--- config.mk ---
export PLATFORM = sky130hd
export DESIGN_NAME = fft_frame_ctrl
export DESIGN_NICKNAME = d
export VERILOG_FILES = /design/src/rtl/fft_pkg.sv /design/src/rtl/sample_fifo.sv /design/src/rtl/fft_frame_ctrl.sv
export SDC_FILE = /design/constraint.sdc
export NUM_CORES = 1
export LEC_CHECK = 0
export BUFFER_PORTS_ARGS = -buffer_cell sky130_fd_sc_hd__clkbuf_2
export CAP_MARGIN = 20
export CORE_MARGIN = 5
export CORE_UTILIZATION = 45
export CTS_BUF_LIST = sky130_fd_sc_hd__clkbuf_8
export DETAILED_ROUTE_END_ITERATION = 7
export HOLD_SLACK_MARGIN = 0.03
export MAX_ROUTING_LAYER = met4
export PLACE_DENSITY_LB_ADDON = 0.2
export SYNTH_ARGS = -nofsm -noshare
export SYNTH_HDL_FRONTEND = slang
export SYNTH_SLANG_ARGS = --single-unit
--- constraint.sdc ---
create_clock -name clk_in -period 8 [get_ports clk_in]
set_clock_uncertainty 0.05 [all_clocks]
set_input_delay 1.2 -clock clk_in [delete_from_list [all_inputs] [get_ports clk_in]]
set_output_delay 1.2 -clock clk_in [all_outputs]
set_load 0.005 [all_outputs]
--- src/rtl/fft_pkg.sv ---
// Shared types and helpers for the FFT frame controller: FSM state encoding,
// default frame length, mic sample type and the complex packing for the FFT input.
package fft_pkg;

    typedef enum logic [1:0] {
        ST_CONFIG = 2'd0,
        ST_IDLE   = 2'd1,
        ST_STREAM = 2'd2,
        ST_DRAIN  = 2'd3
    } state_e;

    localparam int FRAME_LEN_DEF = 512;

    typedef logic signed [15:0] sample_t;

    // Four real mic samples become four complex words with zero imaginary part.
    function automatic logic [127:0] pack_fft(input logic [63:0] mics);
        logic [127:0] r;
        sample_t      s;
        r = '0;
        for (int m = 0; m < 4; m++) begin
            s               = mics[16*m +: 16];
            r[32*m +: 32]   = {16'b0, s};
        end
        return r;
    endfunction

endpackage

--- src/rtl/sample_fifo.sv ---
// Small skid FIFO between the mic sample strobe and the FFT stream.
// Head entry is read straight from storage registers; push and pop may coincide when full.
module sample_fifo #(
    parameter int DEPTH = 4,
    parameter int WIDTH = 64
) (
    input  logic             clk_i,
    input  logic             rst_ni,
    input  logic             push_i,
    input  logic [WIDTH-1:0] din_i,
    input  logic             pop_i,
    output logic [WIDTH-1:0] dout_o,
    output logic             full_o,
    output logic             empty_o
);

    localparam int PW = (DEPTH > 1) ? $clog2(DEPTH) : 1;
    localparam int CW = $clog2(DEPTH + 1);

    logic [WIDTH-1:0] mem_q [DEPTH];
    logic [PW-1:0]    wr_ptr_q, rd_ptr_q;
    logic [CW-1:0]    count_q;
    logic             do_push, do_pop;

    assign full_o  = (count_q == CW'(DEPTH));
    assign empty_o = (count_q == '0);
    assign do_pop  = pop_i && !empty_o;
    assign do_push = push_i && (!full_o || do_pop);
    assign dout_o  = mem_q[rd_ptr_q];

    function automatic logic [PW-1:0] ptr_next(input logic [PW-1:0] p);
        return (p == PW'(DEPTH - 1)) ? '0 : p + PW'(1);
    endfunction

    always_ff @(posedge clk_i) begin
        if (do_push) begin
            mem_q[wr_ptr_q] <= din_i;
        end
    end

    always_ff @(posedge clk_i or negedge rst_ni) begin
        if (!rst_ni) begin
            wr_ptr_q <= '0;
            rd_ptr_q <= '0;
            count_q  <= '0;
        end else begin
            if (do_push) wr_ptr_q <= ptr_next(wr_ptr_q);
            if (do_pop)  rd_ptr_q <= ptr_next(rd_ptr_q);
            case ({do_push, do_pop})
                2'b10:   count_q <= count_q + CW'(1);
                2'b01:   count_q <= count_q - CW'(1);
                default: count_q <= count_q;
            endcase
        end
    end

endmodule

--- src/rtl/fft_frame_ctrl.sv ---
// Frames 4-mic sample strobes into AXI-Stream FFT beats after sending one config word.
// Optional FFT_FRAME_CTRL_STATS_EN enables the drop and completed-frame counters.
module fft_frame_ctrl
    import fft_pkg::*;
#(
    parameter int          FRAME_LEN  = FRAME_LEN_DEF,
    parameter int          FIFO_DEPTH = 4,
    parameter logic [15:0] CFG_WORD   = 16'h0000
) (
    input  logic                         clk_in,
    input  logic                         rst_in,
    input  logic                         enable_in,
    input  logic [63:0]                  sample_in,
    input  logic                         sample_valid_in,
    output logic [$clog2(FRAME_LEN)-1:0] index_out,
    output logic [127:0]                 fft_tdata_out,
    output logic                         fft_tvalid_out,
    output logic                         fft_tlast_out,
    input  logic                         fft_tready_in,
    output logic [15:0]                  cfg_tdata_out,
    output logic                         cfg_tvalid_out,
    input  logic                         cfg_tready_in,
    output logic                         frame_done_out,
    output logic                         frame_bad_out,
    output logic                         busy_out,
    output logic [15:0]                  drop_count_out,
    output logic [15:0]                  frame_count_out
);

    localparam int IW = $clog2(FRAME_LEN);
    localparam int EW = 64 + IW;

    state_e          state_q;
    logic [IW-1:0]   idx_q;
    logic            cfg_valid_q;
    logic            done_q;
    logic            frame_bad_q;
    logic            bad_q;

    logic            fifo_full, fifo_empty;
    logic [EW-1:0]   head;
    logic            accept, push, pop, drop, last_xfer;

    // Samples are taken while streaming, or as the first sample of a frame from IDLE.
    assign accept    = sample_valid_in &&
                       ((state_q == ST_STREAM) || (state_q == ST_IDLE && enable_in));
    assign pop       = !fifo_empty && fft_tready_in;
    assign push      = accept && (!fifo_full || pop);
    assign drop      = accept && !push;
    assign last_xfer = pop && fft_tlast_out;

    sample_fifo #(
        .DEPTH (FIFO_DEPTH),
        .WIDTH (EW)
    ) u_fifo (
        .clk_i   (clk_in),
        .rst_ni  (rst_in),
        .push_i  (push),
        .din_i   ({sample_in, idx_q}),
        .pop_i   (pop),
        .dout_o  (head),
        .full_o  (fifo_full),
        .empty_o (fifo_empty)
    );

    assign index_out      = head[IW-1:0];
    assign fft_tdata_out  = pack_fft(head[EW-1:IW]);
    assign fft_tvalid_out = !fifo_empty;
    assign fft_tlast_out  = !fifo_empty && (head[IW-1:0] == IW'(FRAME_LEN - 1));
    assign cfg_tdata_out  = CFG_WORD;
    assign cfg_tvalid_out = cfg_valid_q;
    assign frame_done_out = done_q;
    assign frame_bad_out  = frame_bad_q;
    assign busy_out       = (state_q != ST_IDLE);

    always_ff @(posedge clk_in or negedge rst_in) begin
        if (!rst_in) begin
            state_q     <= ST_CONFIG;
            idx_q       <= '0;
            cfg_valid_q <= 1'b0;
            done_q      <= 1'b0;
            frame_bad_q <= 1'b0;
            bad_q       <= 1'b0;
        end else begin
            done_q <= last_xfer;
            if (last_xfer) begin
                frame_bad_q <= bad_q;
                bad_q       <= 1'b0;
            end else if (drop) begin
                bad_q <= 1'b1;
            end

            // Index wraps naturally: FRAME_LEN is a power of two.
            if (push) begin
                idx_q <= idx_q + IW'(1);
            end

            case (state_q)
                ST_CONFIG: begin
                    if (cfg_valid_q && cfg_tready_in) begin
                        cfg_valid_q <= 1'b0;
                        state_q     <= ST_IDLE;
                    end else begin
                        cfg_valid_q <= 1'b1;
                    end
                end
                ST_IDLE: begin
                    if (push) state_q <= ST_STREAM;
                end
                ST_STREAM: begin
                    if (push && (idx_q == IW'(FRAME_LEN - 1)) && !enable_in) begin
                        state_q <= ST_DRAIN;
                    end
                end
                ST_DRAIN: begin
                    if (last_xfer) state_q <= ST_IDLE;
                end
                default: state_q <= ST_CONFIG;
            endcase
        end
    end

`ifdef FFT_FRAME_CTRL_STATS_EN
    logic [15:0] drop_cnt_q, frame_cnt_q;

    always_ff @(posedge clk_in or negedge rst_in) begin
        if (!rst_in) begin
            drop_cnt_q  <= '0;
            frame_cnt_q <= '0;
        end else begin
            if (drop && (drop_cnt_q != 16'hFFFF)) drop_cnt_q <= drop_cnt_q + 16'd1;
            if (last_xfer) frame_cnt_q <= frame_cnt_q + 16'd1;
        end
    end

    assign drop_count_out  = drop_cnt_q;
    assign frame_count_out = frame_cnt_q;
`else
    assign drop_count_out  = '0;
    assign frame_count_out = '0;
`endif

endmodule

==> results of run 1 <==
state kept, by name (all words and copies together) (netlist names):
register	cells
u_fifo.wr_ptr_q	2
u_fifo.rd_ptr_q	2
bad_q	1
u_fifo.count_q	3
frame_bad_out	1
state_q	2
frame_done_out	1
idx_q	9
u_fifo.mem_q	292
cfg_tvalid_out	1
final timing paths:
kind                       cells after the start                      startpoint                             end
max                                            5  u_fifo.rd_ptr_q[0]$_DFFE_PN0P_                   fft_tlast_out
min                                            1   u_fifo.count_q[2]$_DFFE_PN0P_   u_fifo.count_q[2]$_DFFE_PN0P_
max reg2reg                                    6  u_fifo.rd_ptr_q[0]$_DFFE_PN0P_          state_q[1]$_DFFE_PN0P_
min reg2reg                                    1   u_fifo.count_q[2]$_DFFE_PN0P_   u_fifo.count_q[2]$_DFFE_PN0P_
max in group asynchronous                      1                          rst_in  u_fifo.rd_ptr_q[0]$_DFFE_PN0P_
min in group asynchronous                      1                          rst_in   u_fifo.count_q[0]$_DFFE_PN0P_
cells by family after synthesis:
group | Yosys count | share of synthesized area (%)
DFF | 314 | 74.4
and+or+nand+nor | 39 | 1.70
muxes | 78 | 13.7
buffers and inverters | 141 | 7.71
adders and majority gates | 13 | 1.36
xor gates and xnor gates | 10 | 0.699
other | 1 | 0.0299
AOI/OAI and AO/OA | 9 | 0.459
layout by cell type, fill, tap and decap left out, types with 5 or more instances in the layout:
master / instances
buf_4: 6
clkbuf_2: 148
clkbuf_8: 52
clkinv_1: 8
conb_1: 112
dfrtp_1: 20
edfxtp_1: 292
ha_1: 12
inv_1: 37
mux4_2: 71
nand2_1: 14
o21ai_0: 5
xnor2_1: 6
cell type report:
type,instances,area [µm²],area share [%]
sequential,314,9330,65.3
clock buffer,52,716,5.01
timing repair buffer,156,841,5.89
multi-input combinational,261,2670,18.7
tap,378,473,3.31
clock inverter,39,213,1.49
inverter,12,45.0,0.315
where the power goes:
| part | internal [µW] | switching [µW] | total [µW] |
|---|---|---|---|
| clock network | 667 | 575 | 1240 |
| logic | 612 | 595 | 1210 |
| registers | 2030 | 141 | 2170 |
routing by layer:
layer  vias to the layer above  routed length [µm]
met1                      2960                9330
li1                       2551                   -
met3                        28                1300
met4                         0                 299
met2                       176               12400
met5                         -                   0
stage by stage:
step / total power, µW / utilization, % / hold WS (ns) / setup WS (ns)
global placement: 3390 / 48.1 / 0.418 / 3.85
CTS: 4700 / 51.6 / 0.452 / 3.16
global route: 4890 / 51.7 / 0.461 / 3.55
floorplan: 2960 / - / 0.397 / 3.94
detailed placement: 3430 / 48.2 / 0.439 / 3.76
finish: 4620 / 51.7 / 0.454 / 3.84
==> out/results.tsv, run 1 <==
stage	metric	value	unit
synth	synth_cell_types	35	
global_routing	busiest_layer	met2	
clocking	ctsHoldBuffers	0	
final_layout	fin_nets	879	
global_routing	grt_pass1_wl	35500	µm
synth	synth-edff-count	292	
timing	finalSetupViolations	0	
timing	tightestPinTransition	0.754	ns
flow_run	cap_violations	0	
critical_path	setup.worst_path.end_class	primary output	
run_status	status	finished, final reports clean	
timing	fin_crit_sh	52.0	%
timing	slew_headroom	49.7	%
clocking	clk_path_buf_depth	3	
drt	wl	23300	µm
clocking	clock-sinks	314	
critical_path	crit_chain	buf_4 > mux4_2 > nand2_1 > nor4b_1 > clkbuf_2	
critical_path	rrSetupSlack	5.08	ns
synth	netlist_top_cells_area	edfxtp_1 70%, mux4_2 13%, buf_4 6.7%, dfrtp_1 4.4%, ha_1 1.2%	
global_routing	overflow	0	
placed_design	dpl_cell_area	13300	µm²
placed_design	dp_cells	1120	
clocking	htreeDepth	2	
power	peakVddDrop	0.277	mV
floorplanning	initial_core_util	45.3	%
synth	yosysSeqAreaShare	74.4	%
critical_path	start_kind	register	
synth	ys_async_sr_fraction	7.01	%
floorplanning	die-area	31300	µm²
timing	finalSetupTns	0	ns
placed_design	gp_congestion	0.732	
critical_path	cp_max_fo	30	
global_routing	grt_pass1_vias	6378	
drt	routedWlPerCell	19.3	µm
synth	ys.flop_type	edfxtp_1	
floorplanning	core-area	27600	µm²
critical_path	crit_buf_inv	2	
critical_path	path_class	register to primary output	
global_routing	grt_util_met3	3.33	%
floorplanning	num_io_pins	261	
critical_path	crit_arrival	2.91	ns
final_layout	areaGrowthSynthToFinish	14.0	%
synth	syn_inst	605	
hold_path	hp-class	register to register	
drt	viasPerCell	4.72	
final_layout	fill_cells	2293	
timing	hold_viol	0	
clocking	clk_pin_slew	0.06	ns
timing	fmax	240	MHz
synth	yosysTopAreaCellShare	70.0	%
global_routing	use_met1	18.9	%
global_routing	antenna_found_initial	0	
critical_path	crit_slowest_cell	dfrtp_4	
power	leakage	0.00530	µW
global_routing	track_usage	15.1	%
clocking	cts_root_buf	clkbuf_8	
placed_design	numPortBuffers	148	
final_layout	fin_cells	1212	
drt	postRouteAntennaNets	0	
global_routing	grt_max_degree	54	
synth	synth_most_common_cell	edfxtp_1	
drt	via_count	5715	
synth	yosysTopAreaCell	edfxtp_1	
critical_path	crit_required	6.75	ns
synth	synth.avg_cell_area	20.7	µm²
critical_path	cp_top_family	flip-flops	
synth	ys_ff_latch	314	
global_routing	met2_usage	25.5	%
timing	rsz0062_at_grt	false	
floorplanning	rows	61	
floorplanning	die_h	177	µm
drt	route.detailed.drc	0	
final_layout	drive_above_1_share	35.7	%
final_layout	final_cell_area	14300	µm²
timing	slew_violations	0	
critical_path	slowest_delay	0.80	ns
drt	first_pass_iters	4	
synth	synthTopCellsByCount	292 x edfxtp_1, 112 x buf_4, 71 x mux4_2, 22 x dfrtp_1, 14 x nand2_1	
synth	yosysWarnings	0	
clocking	cts_tree	built	
clocking	clk_latency	0.54	ns
final_layout	diodes	0	
clocking	cts.repair.resized	0	
placed_design	dp_hpwl	14400	µm
synth	syn_area	12500	µm²
power	p_per_area	323	nW/µm²
timing	fin_crit	4.16	ns
clocking	cts_inserted_buffers	51	
drt	drt_iter0_drc	414	
floorplanning	die_x	177	µm
clocking	cts_setup_buffers	0	
Power figures use the tool's default switching activity.
==> run 2, diff against run 1 <==
- clock period: 8 -> 3.6 ns (I/O delays scaled with it)
==> out/results.tsv, run 2 (synthesis results as in run 1) <==
stage	metric	value	unit	change
run_status	status	finished, final reports clean		
hold_path	min_from	sample_in[45]		
final_layout	final_cell_mix	292 x edfxtp_1, 148 x clkbuf_2, 112 x conb_1		
hold_path	hold_depth	1		unchanged
global_routing	grt_pass1_wl	35100	µm	-1.1%
critical_path	reg2reg_from	state_q[1]$_DFFE_PN0P_		
floorplanning	die_x	177	µm	unchanged
timing	rsz0062_at_grt	false		
placed_design	gp_congestion	0.764		+4.3%
final_layout	multiInputGateArea	2670	µm²	unchanged
floorplanning	die_h	177	µm	unchanged
timing	tightestPinTransition	0.694	ns	-0.0606 ns
final_layout	areaGrowthSynthToFinish	14.6	%	
power	leakage	0.00531	µW	+0.11%
drt	via_count	5695		-0.35%
critical_path	setup.worst_path.end_class	primary output		
drt	wl_met2	12000	µm	-3.1%
critical_path	cp_max_fo	33		+10%
power	peakVddDrop	0.330	mV	+19%
timing	finalSetupViolations	0		unchanged
clocking	htreeDepth	2		unchanged
timing	hold_viol	0		unchanged
critical_path	slowest_delay	0.83	ns	+0.03 ns
floorplanning	initial_core_util	45.3	%	unchanged
timing	fin_hold_ws	0.155	ns	-0.300 ns
final_layout	utilization	52.0	%	+0.29 points
final_layout	fill_cells	2289		-0.17%
placed_design	place_ws	0.915	ns	-2.85 ns
critical_path	path_class	register to primary output		
final_layout	fin_nets	883		+0.46%
final_layout	reg.largest.list	u_fifo.mem_q x292, idx_q x9, u_fifo.count_q x3		
floorplanning	rows	61		unchanged
power	p_per_area	717	nW/µm²	+120%
final_layout	drive_above_1_share	36.9	%	+1.2 points
timing	fin_crit_sh	89.1	%	
floorplanning	die-area	31300	µm²	unchanged
drt	wl_met1	9080	µm	-2.7%
clocking	clk_path_buf_depth	3		unchanged
drt	first_pass_iters	4		unchanged
timing	slew_headroom	53.8	%	+4.0 points
timing	finalSetupTns	0	ns	unchanged
placed_design	numPortBuffers	148		unchanged
clocking	clock-sinks	314		unchanged
timing	slew_violations	0		unchanged
global_routing	antenna_found_initial	0		unchanged
drt	postRouteAntennaNets	0		unchanged
timing	fin_ws	0.391	ns	-3.45 ns
critical_path	rrSetupSlack	0.96	ns	-4.12 ns
critical_path	crit_slowest_cell	dfrtp_4		
global_routing	grt_pass1_vias	6221		-2.5%
final_layout	largest_register	u_fifo.mem_q		
placed_design	dp_hpwl	14300	µm	-1.1%
clocking	cts.repair.resized	0		unchanged
flow_run	cap_violations	0		unchanged
drt	drt_iter0_drc	256		-38%
global_routing	track_usage	15.0	%	-0.15 points
global_routing	overflow	0		unchanged
critical_path	cp_top_family	flip-flops		
final_layout	regArea	9330	µm²	unchanged
drt	met3WireLength	1530	µm	+18%
clocking	cts_root_buf	clkbuf_8		
critical_path	reg2reg_to	u_fifo.count_q[1]$_DFFE_PN0P_		
drt	routedWlPerCell	18.7	µm	-2.7%
critical_path	crit_required	3.01	ns	-3.74 ns
clocking	cts_inserted_buffers	52		+2.0%
final_layout	layout_commonest_cell	edfxtp_1		
floorplanning	num_io_pins	261		unchanged
clocking	clk_pin_slew	0.06	ns	about the same
critical_path	crit_chain	mux4_1 > nand3_1 > nor4b_1 > clkbuf_2		
drt	wl	22900	µm	-1.9%
drt	viasPerCell	4.66		-1.1%
critical_path	crit_arrival	2.62	ns	-0.29 ns
global_routing	grt_max_degree	48		-11%
hold_path	hp-class	primary input to register		
floorplanning	core-area	27600	µm²	unchanged
critical_path	start_kind	register		
clocking	cts_tree	built		
hold_path	min_to	u_fifo.mem_q[1][54]$_DFFE_PP_		
final_layout	largest_register_ffs	292		unchanged
critical_path	r2r_cells	10		+4
critical_path	crit_buf_inv	1		-1
clocking	clk_latency	0.55	ns	about the same
timing	fmax	312	MHz	
drt	top_layer	met4		
timing	fin_crit	3.21	ns	
drt	route.detailed.drc	0		unchanged
[run 2: cell types whose count changed in the layout (fill, tap and decap cells not counted), sizes merged]
cell	before	now
buf	8	10
clkbuf	200	201
diode	0	1
clkinvlp	1	2
dlygate4sd3	0	1
clkinv	10	24
inv	38	27
[run 2: per-layer routing]
layer	up-vias	GRT usage, %
met5	-	-
met4	0	3.38
met3	25	4.25
met2	168	25.0
met1	2930	18.4
li1	2572	-
[run 2: power breakdown]
group | internal (µW) | leakage [µW] | switching (µW) | total, µW
registers | 4500 | 0.00293 | 375 | 4870
logic | 1350 | 0.00182 | 1240 | 2590
clock network | 1520 | 0.000559 | 1320 | 2830
total | 7370 | 0.00531 | 2930 | 10300
[run 2: worst max path at each step]
stage                              endpoint  cells after the start                      startpoint
2_1_floorplan  u_fifo.mem_q[3][0]$_DFFE_PP_                      6          state_q[1]$_DFFE_PN0P_
3_3_place_gp                  fft_tlast_out                      4  u_fifo.rd_ptr_q[0]$_DFFE_PN0P_
3_5_place_dp                  fft_tlast_out                      4  u_fifo.rd_ptr_q[0]$_DFFE_PN0P_
4_1_cts                       fft_tlast_out                      4  u_fifo.rd_ptr_q[0]$_DFFE_PN0P_
5_1_grt                       fft_tlast_out                      4  u_fifo.rd_ptr_q[0]$_DFFE_PN0P_
6_report                      fft_tlast_out                      4  u_fifo.rd_ptr_q[0]$_DFFE_PN0P_
[run 2: layout make-up]
type                            instances  share of cell area [%]
Antenna cell                            1                  0.0174
Clock inverter                         43                    1.67
Tap cell                              378                    3.29
Inverter                               12                   0.314
Sequential cell                       314                    64.9
Timing Repair Buffer                  159                    6.10
Multi-Input combinational cell        261                    18.6
Clock buffer                           53                    5.08
[run 2: what timing repair did]
| item | in CTS | in global routing |
|---|---|---|
| hold buffers | 1 | 0 |
| buffers inserted | 0 | 0 |
| endpoints found under the hold margin | 22 | 0 |
[run 2: per-stage QoR]
| stage | area (µm²) | std cells | power, µW |
|---|---|---|---|
| CTS | 14400 | 1220 | 10500 |
| floorplan | 12900 | 716 | 6580 |
| finish | 14400 | 1221 | 10300 |
| global route | 14400 | 1220 | 10900 |
| detailed placement | 13400 | 1123 | 7630 |
| global placement | 13400 | 1123 | 7570 |
==> run 3, diff against run 2 <==
- CTS_BUF_LIST: sky130_fd_sc_hd__clkbuf_8 -> sky130_fd_sc_hd__clkbuf_4 sky130_fd_sc_hd__clkbuf_8 sky130_fd_sc_hd__clkbuf_16
- clock period: 3.6 -> 2.85 ns (I/O delays scaled with it)
==> out/results.tsv, run 3 (synthesis results as in run 1) <==
stage	metric	value	unit	change
final_layout	layout_commonest_cell	edfxtp_1		
global_routing	grt_pass1_vias	6224		+0.048%
power	clockPowerShare	30.4	%	+2.9 points
drt	drt_iter0_drc	288		+13%
timing	finalSetupTns	0	ns	unchanged
power	p_switching	3720	µW	+27%
clocking	clk_latency	0.50	ns	-0.05 ns
final_layout	reg.largest.list	u_fifo.mem_q x292, idx_q x9, u_fifo.count_q x3		
global_routing	antenna_found_initial	0		unchanged
floorplanning	initial_core_util	45.3	%	unchanged
critical_path	crit_slowest_cell	dfrtp_4		
critical_path	cp_top_family	flip-flops		
timing	fin_crit_sh	96.7	%	
drt	routedWlPerCell	19.5	µm	+4.1%
critical_path	crit_chain	mux4_2 > nand4_1 > nor4b_4 > clkbuf_2		
drt	postRouteAntennaNets	0		unchanged
timing	slew_violations	0		unchanged
final_layout	fin_cells	1190		-2.5%
clocking	clk_path_buf_depth	3		unchanged
global_routing	grt_pass1_wl	35200	µm	+0.32%
floorplanning	die_x	177	µm	unchanged
floorplanning	num_io_pins	261		unchanged
clocking	htreeDepth	2		unchanged
timing	rsz0062_at_grt	false		
critical_path	crit_buf_inv	1		unchanged
final_layout	diodes	0		-1
clocking	clk_pin_slew	0.06	ns	about the same
drt	viasPerCell	4.81		+3.1%
global_routing	busiest_layer	met2		
timing	fmax	363	MHz	
clocking	cts_root_buf	clkbuf_16		
power	p_per_area	940	nW/µm²	+31%
floorplanning	die-area	31300	µm²	unchanged
final_layout	fin_nets	872		-1.2%
final_layout	drive_above_1_share	37.2	%	+0.26 points
global_routing	grt_max_degree	43		-10%
final_layout	largest_register_ffs	292		unchanged
critical_path	setup.worst_path.end_class	primary output		
power	seqPwrFrac	43.9	%	-3.4 points
floorplanning	die_h	177	µm	unchanged
placed_design	gp_congestion	0.751		-1.6%
power	sw_frac_of_total	27.1	%	-1.3 points
drt	route.detailed.drc	0		unchanged
timing	fin_crit	2.76	ns	
power	comb_power_share	25.6	%	+0.5 points
final_layout	largest_register	u_fifo.mem_q		
hold_path	hp-class	primary input to register		
clocking	cts_tree	built		
timing	tightestPinTransition	0.598	ns	-0.0960 ns
global_routing	use_met1	18.4	%	-0.019 points
flow_run	cap_violations	0		unchanged
final_layout	final_cell_mix	292 x edfxtp_1, 148 x clkbuf_2, 112 x conb_1		
floorplanning	rows	61		unchanged
critical_path	cp_max_fo	29		-12%
critical_path	slowest_delay	0.71	ns	-0.12 ns
power	leakage	0.00535	µW	+0.83%
timing	slew_headroom	60.2	%	+6.4 points
critical_path	path_class	register to primary output		
critical_path	crit_arrival	2.28	ns	-0.34 ns
power	p_int	10000	µW	+36%
global_routing	met2_usage	25.3	%	+0.34 points
placed_design	dp_cells	1129		+0.53%
clocking	cts_inserted_buffers	34		-35%
critical_path	crit_required	2.37	ns	-0.64 ns
run_status	status	finished, final reports clean		
drt	wl	23200	µm	+1.5%
timing	finalSetupViolations	0		unchanged
timing	hold_viol	0		unchanged
floorplanning	core-area	27600	µm²	unchanged
global_routing	overflow	0		unchanged
drt	first_pass_iters	6		+2
clocking	clock-sinks	314		unchanged
power	peakVddDrop	0.538	mV	+63%
global_routing	grt_util_met3	3.40	%	-0.85 points
final_layout	areaGrowthSynthToFinish	16.5	%	
global_routing	track_usage	15.0	%	+0.029 points
placed_design	numPortBuffers	148		unchanged
placed_design	dp_hpwl	14900	µm	+4.7%
drt	via_count	5723		+0.49%
critical_path	start_kind	register		
run 3: cell count changes in the layout (fill, tap and decap cells not counted), moves of 2 or more:
cell / before / now
inv_1: 27 / 11
clkbuf_4: 0 / 6
clkinv_1: 12 / 8
buf_12: 4 / 8
clkbuf_16: 0 / 35
clkinvlp_4: 2 / 0
clkinv_2: 11 / 5
clkbuf_8: 53 / 2
run 3: power groups by stage:
stage | sequential, µW | combinational (µW) | clock [µW]
after floorplan | 5930 | 2360 | 0
after CTS | 6080 | 3560 | 4300
after global routing | 6090 | 3870 | 4490
after detailed placement | 6170 | 3550 | 0
after global placement | 6120 | 3490 | 0
final | 6030 | 3520 | 4180
run 3: through the flow:
stage	utilization (%)	power (µW)	area (µm²)	setup slack, ns	hold slack [ns]
after detailed placement	48.8	9720	13500	0.370	0.406
after CTS	52.7	13900	14600	0.0000711	0.0744
after global routing	52.8	14400	14600	0.00937	0.0802
after floorplan	-	8290	12900	0.112	0.0819
after global placement	48.8	9610	13500	0.392	0.387
final	52.8	13700	14600	0.0945	0.0936
run 3: per-layer routing:
metal / vias to the layer above / part of all wire [%]
met5: - / 0
met4: 0 / 1.9
met3: 37 / 5.7
met2: 157 / 53
met1: 2994 / 40
li1: 2535 / -
run 3: worst paths after layout:
path	slack (ns)	from	cells after the start	end
max	0.09	u_fifo.rd_ptr_q[1]$_DFFE_PN0P_	4	fft_tlast_out
min	0.09	sample_in[38]	1	u_fifo.mem_q[2][47]$_DFFE_PP_
max reg2reg	0.31	state_q[1]$_DFFE_PN0P_	11	u_fifo.count_q[2]$_DFFE_PN0P_
min reg2reg	0.46	u_fifo.count_q[2]$_DFFE_PN0P_	1	u_fifo.count_q[2]$_DFFE_PN0P_
max in group asynchronous	1.88	rst_in	2	u_fifo.rd_ptr_q[1]$_DFFE_PN0P_
min in group asynchronous	0.41	rst_in	2	idx_q[5]$_DFFE_PN0P_
run 3: cell type report:
class / count / area, µm²
Fill cell: 2244 / 13000
Sequential cell: 314 / 9330
Multi-Input combinational cell: 261 / 2680
Timing Repair Buffer: 166 / 990
Clock buffer: 43 / 948
Tap cell: 378 / 473
Clock inverter: 16 / 131
Inverter: 12 / 45.0
run 3: repair_timing:
action,4_1_cts,5_1_grt
pin swaps,0,0
hold buffers,1,0
gates cloned,0,0
setup endpoints to repair,1,31
hold endpoints to repair,22,0
gates resized for setup,1,2
setup buffers,0,1
